--- src/rtl/byte_word_packer_pkg.sv ---
// byte_word_packer_pkg: shared lane-count limits, default pad, fill-index type and lane mapping
package byte_word_packer_pkg;
  localparam int MIN_WORD_BYTES = 2;
  localparam int MAX_WORD_BYTES = 8;
  localparam logic [7:0] DEF_PAD_BYTE = 8'h00;
  typedef logic [2:0] idx_t;
  function automatic idx_t lane_sel(input idx_t idx, input bit big_endian, input int word_bytes);
    return big_endian ? idx_t'(word_bytes - 1 - int'(idx)) : idx;
  endfunction
endpackage

--- src/rtl/byte_word_packer_outreg.sv ---
// byte_word_packer_outreg: output word register with valid/ready handshake, word counter under BYTE_WORD_PACKER_CNT_EN
module byte_word_packer_outreg #(
  parameter int WORD_BYTES = 4
) (
  input  logic                    clk_i,
  input  logic                    rst_i,
  input  logic                    load_i,
  input  logic [8*WORD_BYTES-1:0] data_i,
  input  logic [WORD_BYTES-1:0]   be_i,
  input  logic                    last_i,
  input  logic                    out_ready_i,
  output logic                    slot_free_o,
  output logic                    out_valid_o,
  output logic [8*WORD_BYTES-1:0] out_data_o,
  output logic [WORD_BYTES-1:0]   out_be_o,
  output logic                    out_last_o
`ifdef BYTE_WORD_PACKER_CNT_EN
  ,
  output logic [31:0]             word_cnt_o
`endif
);
  assign slot_free_o = !out_valid_o || out_ready_i;
  always_ff @(posedge clk_i)
    if (rst_i) begin
      out_valid_o <= 1'b0;
      out_data_o  <= '0;
      out_be_o    <= '0;
      out_last_o  <= 1'b0;
    end else if (load_i) begin
      out_valid_o <= 1'b1;
      out_data_o  <= data_i;
      out_be_o    <= be_i;
      out_last_o  <= last_i;
    end else if (out_ready_i) begin
      out_valid_o <= 1'b0;
    end
`ifdef BYTE_WORD_PACKER_CNT_EN
  always_ff @(posedge clk_i)
    if (rst_i) word_cnt_o <= '0;
    else if (out_valid_o && out_ready_i) word_cnt_o <= word_cnt_o + 32'd1;
`endif
endmodule

--- src/rtl/byte_word_packer.sv ---
// byte_word_packer: packs a byte stream into WORD_BYTES-wide words with flush/pad, word counter under BYTE_WORD_PACKER_CNT_EN
module byte_word_packer
  import byte_word_packer_pkg::*;
#(
  parameter int         WORD_BYTES = 4,
  parameter int         BIG_ENDIAN = 0,
  parameter logic [7:0] PAD_BYTE   = DEF_PAD_BYTE
) (
  input  logic                    clk_i,
  input  logic                    rst_i,
  input  logic                    in_valid_i,
  input  logic [7:0]              in_data_i,
  output logic                    in_ready_o,
  input  logic                    flush_i,
  output logic                    out_valid_o,
  input  logic                    out_ready_i,
  output logic [8*WORD_BYTES-1:0] out_data_o,
  output logic [WORD_BYTES-1:0]   out_be_o,
  output logic                    out_last_o
`ifdef BYTE_WORD_PACKER_CNT_EN
  ,
  output logic [31:0]             word_cnt_o
`endif
);
  localparam idx_t LAST = idx_t'(WORD_BYTES - 1);
  idx_t cnt;
  logic pend, slot_free, acc, fire, full, load;
  logic [7:0] hold [MAX_WORD_BYTES];
  logic [8*WORD_BYTES-1:0] word;
  logic [WORD_BYTES-1:0] be;
  assign in_ready_o = !rst_i && !pend && !(cnt == LAST && !slot_free);
  assign acc = in_valid_i && in_ready_o;
  assign fire = (flush_i || pend) && slot_free;
  assign full = acc && cnt == LAST;
  assign load = full || (fire && (acc || cnt != '0));
  for (genvar g = 0; g < WORD_BYTES; g++) begin : g_lane
    localparam idx_t I = idx_t'(g);
    localparam int L = int'(lane_sel(I, BIG_ENDIAN != 0, WORD_BYTES));
    assign be[L] = I < cnt || (I == cnt && acc);
    assign word[8*L +: 8] = I < cnt ? hold[I] : (I == cnt && acc) ? in_data_i : PAD_BYTE;
  end
  always_ff @(posedge clk_i)
    if (rst_i) begin
      cnt  <= '0;
      pend <= 1'b0;
    end else begin
      cnt  <= (full || fire) ? '0 : cnt + idx_t'(acc);
      pend <= (flush_i || pend) && !slot_free;
    end
  always_ff @(posedge clk_i)
    if (acc) hold[cnt] <= in_data_i;
  byte_word_packer_outreg #(.WORD_BYTES(WORD_BYTES)) u_outreg (
    .clk_i       (clk_i),
    .rst_i       (rst_i),
    .load_i      (load),
    .data_i      (word),
    .be_i        (be),
    .last_i      (fire),
    .out_ready_i (out_ready_i),
    .slot_free_o (slot_free),
    .out_valid_o (out_valid_o),
    .out_data_o  (out_data_o),
    .out_be_o    (out_be_o),
    .out_last_o  (out_last_o)
`ifdef BYTE_WORD_PACKER_CNT_EN
    ,
    .word_cnt_o  (word_cnt_o)
`endif
  );
endmodule

--- config.mk ---
export PLATFORM = sky130hd
export DESIGN_NAME = byte_word_packer
export DESIGN_NICKNAME = d
export VERILOG_FILES = /design/src/rtl/byte_word_packer_pkg.sv /design/src/rtl/byte_word_packer_outreg.sv /design/src/rtl/byte_word_packer.sv
export SDC_FILE = /design/constraint.sdc
export NUM_CORES = 1
export LEC_CHECK = 0
export ABC_AREA = 1
export BUFFER_PORTS_ARGS = -buffer_cell sky130_fd_sc_hd__buf_2
export CORE_MARGIN = 10
export CORE_UTILIZATION = 43
export DETAILED_ROUTE_END_ITERATION = 12
export GPL_ROUTABILITY_DRIVEN = 0
export PLACE_DENSITY = 0.66
export SKIP_LAST_GASP = 1
export SYNTH_ARGS = -nofsm -noshare
export SYNTH_HDL_FRONTEND = slang
export SYNTH_SLANG_ARGS = --single-unit
--- constraint.sdc ---
create_clock -name clk_i -period 1.5 [get_ports clk_i]
set_clock_uncertainty 0.05 [all_clocks]
set_input_delay 0.3 -clock clk_i [delete_from_list [all_inputs] [get_ports clk_i]]
set_output_delay 0.3 -clock clk_i [all_outputs]
set_load 0.01 [all_outputs]
Word-level counts from Yosys, hierarchy flattened --
Memories as Yosys holds them, arrays and structs flattened. A register that Yosys moved wholly into a read port is not among the register bits. Cells that the tools add are included.
Word-level totals: register bits 42, memory bits (writable) 64, output and inout port bits 39, logic and storage cells 58, memories 1
Cells by class: add/subtract/negate cells 1, order comparisons 4, eq/ne operators 4, muxes and demuxes 12, reduce and logical (&&, ||, !) cells 30
Memory list:
- hold | words 8, bits a word 8, rd ports 4, clocked after memory_dff 1, wr ports 1, line byte_word_packer.sv:28 | logic [7:0] hold [MAX_WORD_BYTES];
Operators with widths (number):
- $mux 8 | 8
- $logic_and 1x1->1 | 12
- $logic_or 1x1->1 | 9
- $eq 2x3->1 const A | 2
- $lt 1x3->1 const A | 2
- $lt 2x3->1 const A | 2
- $logic_not 1->1 | 5
- $mux 1 | 4
- $add 3x1->3 | 1
- $eq 1x3->1 const A | 1
- $eq 3x2->1 const B | 1
- $logic_not 3->1 | 1
- $reduce_bool 3->1 | 1
- $reduce_bool 2->1 | 1
- $reduce_or 2->1 | 1

Longest topological paths before layout --
Gate-level depths: netlist of the first run.
depth in word-level cells 11, mapped depth 10, gate-level depth less buffers 9

Hierarchy --
Synthesis of the first run repeated with hierarchy kept, for this count alone.
Unflattened totals: cells, all modules 353, area, all modules 3150.5 um^2
Modules (own cells, without submodules):
- byte_word_packer | instances 1, cells an instance 188, area each 1776.7 um^2, seq. area each 1041.0 um^2
- byte_word_packer_outreg | instances 1, cells an instance 165, area each 1373.8 um^2, seq. area each 760.7 um^2

Worst setup path after synthesis of the first run --
OpenSTA, ideal clock, no wires.
path kind register -> register, from reg cnt[1], to mem hold[0][0], enable pin, setup time 0.326 ns, arrival time 1.262 ns, setup slack -0.138 ns, cell stages (with the launch flop) 6, clock period less this slack 1.638 ns, cell sequence dfxtp_1 inv_1 nand2_1 nor2_2 nand4_1 inv_1
Between the ends: cells in the longest elaborated chain, start to end 7
RTL lines:
- start, declared | line byte_word_packer.sv:26 | idx_t cnt;
- start signal, assigned | line byte_word_packer.sv:47 | cnt <= (full || fire) ? '0 : cnt + idx_t'(acc);
- $eq 3x2->1 | line byte_word_packer.sv:31 | assign in_ready_o = !rst_i && !pend && !(cnt == LAST && !slot_free);
- $logic_and 1x1->1 | line byte_word_packer.sv:31
- $logic_not 1->1 | line byte_word_packer.sv:31
- $logic_and 1x1->1 | line byte_word_packer.sv:31
- $logic_and 1x1->1 | line byte_word_packer.sv:32 | assign acc = in_valid_i && in_ready_o;
- $mux 1 | line byte_word_packer.sv:51 | if (acc) hold[cnt] <= in_data_i;
- $mux 1 (not written as such) | line byte_word_packer.sv:51
- end, declared | line byte_word_packer.sv:28
Parallel ways exist; a longest one is shown, timed or not.

Final worst setup path of the first run --
from reg cnt[0], to out in_ready_o
Between the ends: cells in the longest elaborated chain, start to end 4
RTL lines:
- $eq 3x2->1 | line byte_word_packer.sv:31
- $logic_and 1x1->1 | line byte_word_packer.sv:31
- $logic_not 1->1 | line byte_word_packer.sv:31
- $logic_and 1x1->1 | line byte_word_packer.sv:31
- end, declared | line byte_word_packer.sv:13 | output logic in_ready_o,
No other way between the ends.

==> impl_metrics.json, run 1 <==
{
  "cts_tree": "done",
  "drive_gt1_share_pct": 30.19,
  "drcViolationCount": 0,
  "dr_total_vias": 2895,
  "setup_violations": 24,
  "worstSetupPathType": "register to output port",
  "ir_worst_vdd_mv": 0.4808,
  "num_antenna_cells": 0,
  "fin_ws_ns": -0.05842,
  "syn_inst": 419,
  "dp_hpwl_um": 5406,
  "async_flop_share_pct": 0,
  "worst_hold_path.num_cells": 3,
  "final_cell_mix": "144 x nand2_1, 69 x nor2_1, 50 x buf_2, 46 x inv_1, 38 x buf_4",
  "crit_path_max_fanout": 3,
  "holdPathEnd": "pend$_SDFF_PP0_",
  "finish.utilization_pct": 60.98,
  "hold_buffers": 0,
  "cts_root_buf": "clkbuf_8",
  "power.net_switching_w": 0.001161,
  "coreArea_mm2": 0.007292,
  "crit_chain": "nand3_2, nor2_2, nor2_2, buf_6, buf_6",
  "netlist_area_mm2": 0.003256,
  "combPwrFrac_pct": 13.6,
  "synth_top_flop_cell": "dfxtp_1",
  "netSwitchingFraction_pct": 25.69,
  "r2r-end": "cnt[2]$_SDFF_PP0_",
  "dieArea_mm2": 0.01145,
  "arrival_ns": 1.21,
  "gr-total-overflow": 0,
  "stdcell_count": 619,
  "r2r_slack_ns": -0.05,
  "timing.slew.headroom_pct": 77.40,
  "ant_nets": 0,
  "firstDrtPassIters": 4,
  "clkTransAtPathRegs_ns": 0.08,
  "layout.area.seq_mm2": 0.001815,
  "ys_ff_latch": 74,
  "clock_latency_ns": 0.35,
  "io_pins": 52,
  "multi_input_area_mm2": 0.001282,
  "final_hold_viol_count": 0,
  "chipHeight_um": 107.0,
  "worst_pin_slew_ns": 0.3354,
  "cp-start-kind": "register",
  "mostFrequentLayoutCell": "nand2_1",
  "grt_pass1_wl_um": 13280,
  "violations": "negative setup slack",
  "grt_pass1_vias": 2777,
  "syn_nets": 434,
  "cts-htree-levels": 3,
  "cpPeakStageDelay_ns": 0.38,
  "cts_buffers": 9,
  "required_ns": 1.15,
  "period_share_pct": 103.9,
  "rr_worst_depth": 9,
  "place_inst": 583,
  "start_util_pct": 44.65,
  "period_minus_slack_ns": 1.558,
  "leakage_nw": 2.207,
  "wl_per_cell_um": 13.63,
  "num_rows": 31,
  "fmax_ghz": 0.6417,
  "slew_viol_final": 0,
  "place_area_mm2": 0.003827,
  "clockBufferDepth": 2,
  "grt_max_degree": 25,
  "rsz0062_at_grt": "yes",
  "antenna_found_initial": 0,
  "reg2reg_from": "cnt[2]$_SDFF_PP0_",
  "portBuffers": 51,
  "drt_first_iter_violations": 209,
  "synthDistinctLibCells": 21,
  "cpMaxStageDelayCell": "dfxtp_4",
  "end_kind": "output port",
  "nets": 530,
  "p_seq_share_pct": 49.1,
  "hp-class": "primary input to register",
  "clock-sinks": 74,
  "drv_cap": 0,
  "via_per_inst": 4.677,
  "p_int_w": 0.003359,
  "totalWireLength_um": 8437,
  "fin_area_mm2": 0.004447,
  "pwr-share-clk_pct": 37.4,
  "status": "finished with violations",
  "synthTopCellsByArea": "edfxtp_1 30%, dfxtp_1 26%, nand2_1 17%, nor2_1 9.2%, inv_1 6.0%",
  "dp_slack_ns": -0.06489,
  "ys_seq_area_share_pct": 55.34,
  "power_w": 0.004520,
  "synth_top_cell_by_area": "edfxtp_1",
  "powerDensity_mw_per_mm2": 1016,
  "hp-start": "flush_i",
  "synth_warnings": 0,
  "grt_usage_pct": 14.57,
  "die-width_um": 107.0,
  "n_fill_cell": 650,
  "avgSynthCellArea_um2": 7.770,
  "syn_to_final_growth_pct": 36.59,
  "synth_edf_count": 32,
  "yosysTopAreaCellShare_pct": 29.52
}
-- worst max-delay path, delay by kind of cell, from the launching register on --
kind	cells	cell delay (ns)
flip-flops	1	0.38
AND/OR/NAND/NOR	3	0.26
buffers and inverters	2	0.23
-- state kept, by name, indices dropped and copies added (netlist names) --
| name | flops |
|---|---|
| cnt | 3 |
| pend | 1 |
| u_outreg.out_last_o | 1 |
| u_outreg.out_data_o | 32 |
| hold | 32 |
| u_outreg.out_valid_o | 1 |
| u_outreg.out_be_o | 4 |
-- routing by layer --
layer	up-vias	part of all wire [%]	global-route usage, %	routed length [um]
met4	0	2.0	6.093	170
met1	1315	42	16.46	3543
met3	16	5.1	3.952	433
met2	75	51	25.33	4289
li1	1489	-	-	-
met5	-	0	0	0
-- cell type report --
cell class	instances	area share (%)
Sequential cell	74	40.83
Multi-Input combinational cell	274	28.84
Timing Repair Buffer	102	17.84
Inverter	54	4.699
Clock buffer	11	3.658
Tap cell	99	2.786
Clock inverter	5	1.351
-- power by group through the flow --
stage | clock (W) | sequential (W) | combinational (W)
after floorplan | 0 | 0.00230 | 0.000268
after global routing | 0.00179 | 0.00223 | 0.000685
after CTS | 0.00172 | 0.00222 | 0.000569
after detailed placement | 0 | 0.00227 | 0.000515
final | 0.00169 | 0.00222 | 0.000613
after global placement | 0 | 0.00226 | 0.000509
-- metrics by stage --
step           setup TNS, ns  hold WS (ns)
2_1_floorplan              0        0.3191
3_3_place_gp         -0.7478        0.3838
3_5_place_dp          -1.316        0.3863
4_1_cts              -0.3758        0.1607
5_1_grt               -4.243        0.1680
6_report             -0.3503        0.1681
-- cell usage after synthesis, types with 2 or more instances --
cell,count
nand2_1,148
nor2_1,80
inv_1,52
dfxtp_1,42
edfxtp_1,32
nand4_1,25
buf_2,8
nand3_1,6
clkbuf_1,4
a21oi_1,3
buf_6,3
nor2_2,3
o21ai_0,3
clkinv_1,2
ha_1,2
-- kinds of logic after synthesis --
logic type,share of synthesized area [%]
AO/OA/AOI/OAI,0.9221
XOR/XNOR,0.2691
adder cells (fa/ha/maj),0.7685
buffers and inverters,9.301
flip-flops,55.34
AND/OR/NAND/NOR,33.40
-- repair_timing --
action / CTS / global route
buffers inserted: 10 / 5
pin swaps: 8 / 17
gates cloned: 2 / 3
endpoints found under the setup margin: 46 / 72
gates resized for setup: 22 / 26
-- how the worst max path moves through the flow --
stage	start	end	slack, ns	cells after the start
2_1_floorplan	cnt[1]$_SDFF_PP0_	hold[0][0]$_DFFE_PP_	0.005	5
3_3_place_gp	rst_i	u_outreg.out_be_o[2]$_SDFFE_PP0P_	-0.04	9
3_5_place_dp	cnt[2]$_SDFF_PP0_	u_outreg.out_data_o[16]$_SDFFE_PP0P_	-0.06	10
4_1_cts	cnt[2]$_SDFF_PP0_	in_ready_o	-0.09	6
5_1_grt	cnt[2]$_SDFF_PP0_	u_outreg.out_data_o[1]$_SDFFE_PP0P_	-0.11	10
6_report	cnt[0]$_SDFF_PP0_	in_ready_o	-0.06	5
Note: power is estimated with default switching activity, not from simulation.
==> run 2: changes to the inputs <==
--- a/config.mk
+++ b/config.mk
@@ -8,10 +8,9 @@
 export ABC_AREA = 1
 export BUFFER_PORTS_ARGS = -buffer_cell sky130_fd_sc_hd__buf_2
 export CORE_MARGIN = 10
-export CORE_UTILIZATION = 43
+export CORE_UTILIZATION = 25
 export DETAILED_ROUTE_END_ITERATION = 12
 export GPL_ROUTABILITY_DRIVEN = 0
-export PLACE_DENSITY = 0.66
 export SKIP_LAST_GASP = 1
 export SYNTH_ARGS = -nofsm -noshare
 export SYNTH_HDL_FRONTEND = slang
==> run 2 against run 1 <==
Against the previous run:
- the flow still finishes with violations (negative setup slack)
- sequential cell count unchanged
- critical path depth is the same
- via count down 1.5%
- register-to-register slack better by 0.03 ns
- routed wire length is 6.9% higher
- sequential share of layout area fell by 0.90 points
- core utilization is 25 points lower
- design area grew 2.0%
- final cell count is 10% higher
- worst hold slack better by 0.028 ns
- setup slack better by 0.011 ns
==> impl_metrics.json, run 2 (synthesis results as in run 1) <==
{
  "status": "finished with violations",
  "violations": "negative setup slack",
  "grt_pass1_wl_um": 14040,
  "drcViolationCount": 0,
  "holdPathEnd": "pend$_SDFF_PP0_",
  "coreArea_mm2": 0.01267,
  "power_w": 0.004915,
  "worstSetupPathType": "register to output port",
  "n_fill_cell": 1313,
  "rsz0062_at_grt": "yes",
  "num_antenna_cells": 0,
  "grt_pass1_vias": 2781,
  "gr-total-overflow": 0,
  "dieArea_mm2": 0.01799,
  "antenna_found_initial": 2,
  "ant_nets": 0,
  "leakage_nw": 2.183,
  "fin_area_mm2": 0.004534,
  "slew_viol_final": 0,
  "powerDensity_mw_per_mm2": 1084,
  "clock_latency_ns": 0.33,
  "fmax_ghz": 0.6461,
  "mostFrequentLayoutCell": "nand2_1",
  "worst_hold_path.num_cells": 3,
  "grt_usage_pct": 9.797,
  "cp-start-kind": "register",
  "fin_ws_ns": -0.04774,
  "start_util_pct": 25.69,
  "dr_total_vias": 2853,
  "worst_pin_slew_ns": 0.2866,
  "firstDrtPassIters": 4,
  "cts-htree-levels": 3,
  "dp_slack_ns": -0.08465,
  "end_kind": "output port",
  "nets": 519,
  "final_hold_viol_count": 0,
  "reg2reg_from": "cnt[1]$_SDFF_PP0_",
  "r2r-end": "u_outreg.out_data_o[27]$_SDFFE_PP0P_",
  "totalWireLength_um": 9018,
  "top_regs": "hold x32, u_outreg.out_data_o x32, u_outreg.out_be_o x4",
  "drv_cap": 0,
  "drt_first_iter_violations": 191,
  "crit_path_max_fanout": 3,
  "hp-start": "flush_i",
  "hp-class": "primary input to register",
  "clockBufferDepth": 2,
  "cts_root_buf": "clkbuf_16",
  "ir_worst_vdd_mv": 0.7047,
  "num_rows": 41,
  "place_area_mm2": 0.003909,
  "grt_max_degree": 24,
  "clock-sinks": 74,
  "period_share_pct": 103.2,
  "cts_tree": "done",
  "portBuffers": 51,
  "hold_buffers": 0,
  "via_per_inst": 4.189,
  "place_inst": 653,
  "die-width_um": 134.1,
  "dp_hpwl_um": 6239,
  "setup_violations": 17,
  "cts_buffers": 9,
  "required_ns": 1.15,
  "wl_per_cell_um": 13.24,
  "clkTransAtPathRegs_ns": 0.05,
  "timing.slew.headroom_pct": 80.88,
  "stdcell_count": 681,
  "period_minus_slack_ns": 1.548,
  "final_cell_mix": "144 x nand2_1, 67 x nor2_1, 50 x buf_2, 45 x inv_1, 37 x dfxtp_1",
  "syn_to_final_growth_pct": 39.28,
  "drive_gt1_share_pct": 28.68,
  "arrival_ns": 1.20,
  "chipHeight_um": 134.1,
  "rr_worst_depth": 10,
  "io_pins": 52,
  "r2r_slack_ns": -0.02,
  "finish.utilization_pct": 35.79
}
## run 2: cell types whose count changed in the layout (fill, tap and decap cells not counted), moves of 2 or more
cell / before / now
clkbuf_16: 4 / 11
clkinv_1: 1 / 3
dfxtp_2: 2 / 4
nor2_4: 4 / 7
clkbuf_8: 10 / 0
nor2_1: 69 / 67
dfxtp_4: 3 / 1
buf_4: 38 / 26
## run 2: timing repair
| item | 4_1_cts | 5_1_grt |
|---|---|---|
| gates resized for setup | 27 | 29 |
| gates cloned | 1 | 3 |
| endpoints found under the setup margin | 45 | 70 |
| setup buffers | 6 | 2 |
| hold endpoints to repair | 0 | 0 |
| pin swaps | 10 | 16 |
## run 2: stage by stage
step                hold slack, ns  TNS [ns]
floorplan                   0.3191         0
global placement            0.3878    -1.429
detailed placement          0.3905    -2.459
CTS                         0.1865   -0.3903
global route                0.2256    -3.855
finish                      0.1960   -0.2104
## run 2: power breakdown
part	switching [W]	total (W)	internal, W
registers	0.0000410	0.00223	0.00219
logic	0.000358	0.000616	0.000257
clock network	0.000797	0.00207	0.00127
## run 2: per-layer routing
layer,vias up,GRT usage (%),wire length (um)
met5,-,0,32
met4,4,3.990,128
met3,12,4.593,663
met2,63,15.69,4293
met1,1304,11.02,3900
li1,1470,-,-
## run 2: final cells by class
class                   count  area, um^2  area share (%)
inverters                  54       210.2           4.636
repair buffers             91       696.9           15.37
multi-input cells         274        1314           28.97
clock inverters             6       58.81           1.297
flip-flops and latches     74        1810           39.93
clock buffers              10       229.0           5.050
well taps                 172       215.2           4.746
## run 2: worst max-delay path by stage
stage	startpoint	to	slack, ns	depth (start not counted)
3_3_place_gp	out_ready_i	u_outreg.out_data_o[22]$_SDFFE_PP0P_	-0.05	10
2_1_floorplan	cnt[1]$_SDFF_PP0_	hold[0][0]$_DFFE_PP_	0.005	5
4_1_cts	pend$_SDFF_PP0_	in_ready_o	-0.08	5
5_1_grt	cnt[2]$_SDFF_PP0_	in_ready_o	-0.11	6
3_5_place_dp	rst_i	u_outreg.out_data_o[0]$_SDFFE_PP0P_	-0.08	8
6_report	cnt[1]$_SDFF_PP0_	in_ready_o	-0.05	5
## run 2: worst max-delay path: stages, from the launching register on
cell     delay (ns)
dfxtp_4        0.38
nand3_4        0.09
nor2_4         0.11
nor2_4         0.05
buf_6          0.12
buf_6          0.12
==> run 3: changes to the inputs <==
--- a/config.mk
+++ b/config.mk
@@ -9,6 +9,7 @@
 export BUFFER_PORTS_ARGS = -buffer_cell sky130_fd_sc_hd__buf_2
 export CORE_MARGIN = 10
 export CORE_UTILIZATION = 25
+export CTS_BUF_LIST = sky130_fd_sc_hd__clkbuf_4
 export DETAILED_ROUTE_END_ITERATION = 12
 export GPL_ROUTABILITY_DRIVEN = 0
 export SKIP_LAST_GASP = 1
==> run 3 against run 2 <==
Against the previous run:
- fmax decreased by 6.5%
- count of clock-buffer cells in the layout unchanged
- critical path depth increased by 1
- sequential share of layout area grew 0.63 points
- non-clock buffer count grew 8
- largest power group unchanged
- via count is 1.8% higher
- critical endpoint unchanged
- combinational power is 4.4% higher
- design area decreased by 1.5%
- the run still ends with negative setup slack left
- highest routed layer unchanged
==> impl_metrics.json, run 3 (synthesis results as in run 1) <==
{
  "period_share_pct": 110.4,
  "worstSetupPathType": "register to output port",
  "drcViolationCount": 0,
  "grt_pass1_vias": 2797,
  "rsz0062_at_grt": "yes",
  "layout.area.seq_mm2": 0.001810,
  "clkTransAtPathRegs_ns": 0.11,
  "portBuffers": 51,
  "firstDrtPassIters": 4,
  "coreArea_mm2": 0.01267,
  "fin_area_mm2": 0.004464,
  "top_regs": "hold x32, u_outreg.out_data_o x32, u_outreg.out_be_o x4",
  "end_kind": "output port",
  "period_minus_slack_ns": 1.655,
  "multi_input_area_mm2": 0.001311,
  "gr-total-overflow": 0,
  "chipHeight_um": 134.1,
  "dp_slack_ns": -0.08465,
  "start_util_pct": 25.69,
  "nets": 528,
  "cts-htree-levels": 3,
  "wl_per_cell_um": 13.08,
  "die-width_um": 134.1,
  "grt_usage_pct": 9.828,
  "clock_latency_ns": 0.43,
  "status": "finished with violations",
  "fmax_ghz": 0.6041,
  "clockBufferDepth": 2,
  "slew_viol_final": 0,
  "setup_violations": 59,
  "ant_nets": 0,
  "mostFrequentLayoutCell": "nand2_1",
  "arrival_ns": 1.31,
  "grt_max_degree": 24,
  "place_area_mm2": 0.003909,
  "final_cell_mix": "141 x nand2_1, 68 x nor2_1, 50 x buf_2, 45 x inv_1, 37 x dfxtp_1",
  "dp_hpwl_um": 6239,
  "worst_hold_path.num_cells": 3,
  "rr_worst_depth": 9,
  "ir_worst_vdd_mv": 0.3490,
  "cts_root_buf": "clkbuf_4",
  "required_ns": 1.15,
  "dieArea_mm2": 0.01799,
  "crit_path_max_fanout": 2,
  "totalWireLength_um": 9040,
  "drive_gt1_share_pct": 29.54,
  "hold_buffers": 0,
  "syn_to_final_growth_pct": 37.13,
  "finish.utilization_pct": 35.23,
  "violations": "negative setup slack",
  "cp-start-kind": "register",
  "final_hold_viol_count": 0,
  "antenna_found_initial": 3,
  "fin_ws_ns": -0.1554,
  "hp-class": "primary input to register",
  "num_rows": 41,
  "drt_first_iter_violations": 162,
  "drv_cap": 0,
  "worst_pin_slew_ns": 0.3282,
  "leakage_nw": 2.174,
  "cts_tree": "done",
  "powerDensity_mw_per_mm2": 911.4,
  "via_per_inst": 4.204,
  "cts_buffers": 9,
  "n_fill_cell": 1324,
  "grt_pass1_wl_um": 14110,
  "timing.slew.headroom_pct": 77.98,
  "dr_total_vias": 2905,
  "clock-sinks": 74,
  "io_pins": 52
}
[run 3: changes by cell type in the layout (fill, tap and decap cells not counted), moves of 3 or more]
cell,change
nand2_1,-3
clkbuf_16,-9
buf_4,+7
clkbuf_4,+10
[run 3: path summary, 6_finish.rpt]
check | start | endpoint | slack (ns)
setup / recovery | cnt[2]$_SDFF_PP0_ | in_ready_o | -0.16
hold / removal | flush_i | pend$_SDFF_PP0_ | 0.08
setup reg to reg | cnt[2]$_SDFF_PP0_ | cnt[2]$_SDFF_PP0_ | -0.09
hold reg to reg | u_outreg.out_be_o[0]$_SDFFE_PP0P_ | u_outreg.out_be_o[0]$_SDFFE_PP0P_ | 0.41
[run 3: final cells by class]
type | instances | share of cell area (%)
repair buffers | 99 | 17.49
multi-input cells | 275 | 29.37
clock buffers | 10 | 1.682
flip-flops and latches | 74 | 40.56
inverters | 54 | 4.709
diodes | 1 | 0.05605
well taps | 172 | 4.821
clock inverters | 6 | 1.317
[run 3: metal layers]
| layer | track usage (%) | wire length [um] | vias to the layer above |
|---|---|---|---|
| met5 | 0 | 19 | - |
| met2 | 15.34 | 4236 | 64 |
| met3 | 4.108 | 630 | 23 |
| li1 | - | - | 1493 |
| met4 | 4.776 | 206 | 4 |
| met1 | 11.40 | 3947 | 1321 |
[run 3: worst max-delay path, cell delays in order (launching register included)]
cell	delay [ns]
dfxtp_2	0.35
inv_2	0.07
nand3_4	0.07
nor2_4	0.10
nor2_4	0.05
buf_6	0.12
buf_6	0.12
[run 3: report_power, final]
part	internal, W	switching [W]
logic	0.000274	0.000369
clock network	0.000515	0.000686
registers	0.00218	0.0000404
total	0.00297	0.00110
[run 3: repair_timing]
action	CTS	global route
endpoints found under the setup margin	48	59
buffers inserted	9	6
gates resized for setup	30	30
pin swaps	8	14
gates cloned	2	4
[run 3: through the flow]
step                      hold slack [ns]  total power, W  setup TNS [ns]  std cells
after floorplan                    0.3191        0.002572               0        419
after global placement             0.3878        0.002792          -1.429        653
after detailed placement           0.3905        0.002804          -2.459        653
after CTS                         0.04418        0.004086          -1.358        680
after global routing              0.09052        0.004296          -6.791        691
final                             0.08273        0.004069          -2.597        691
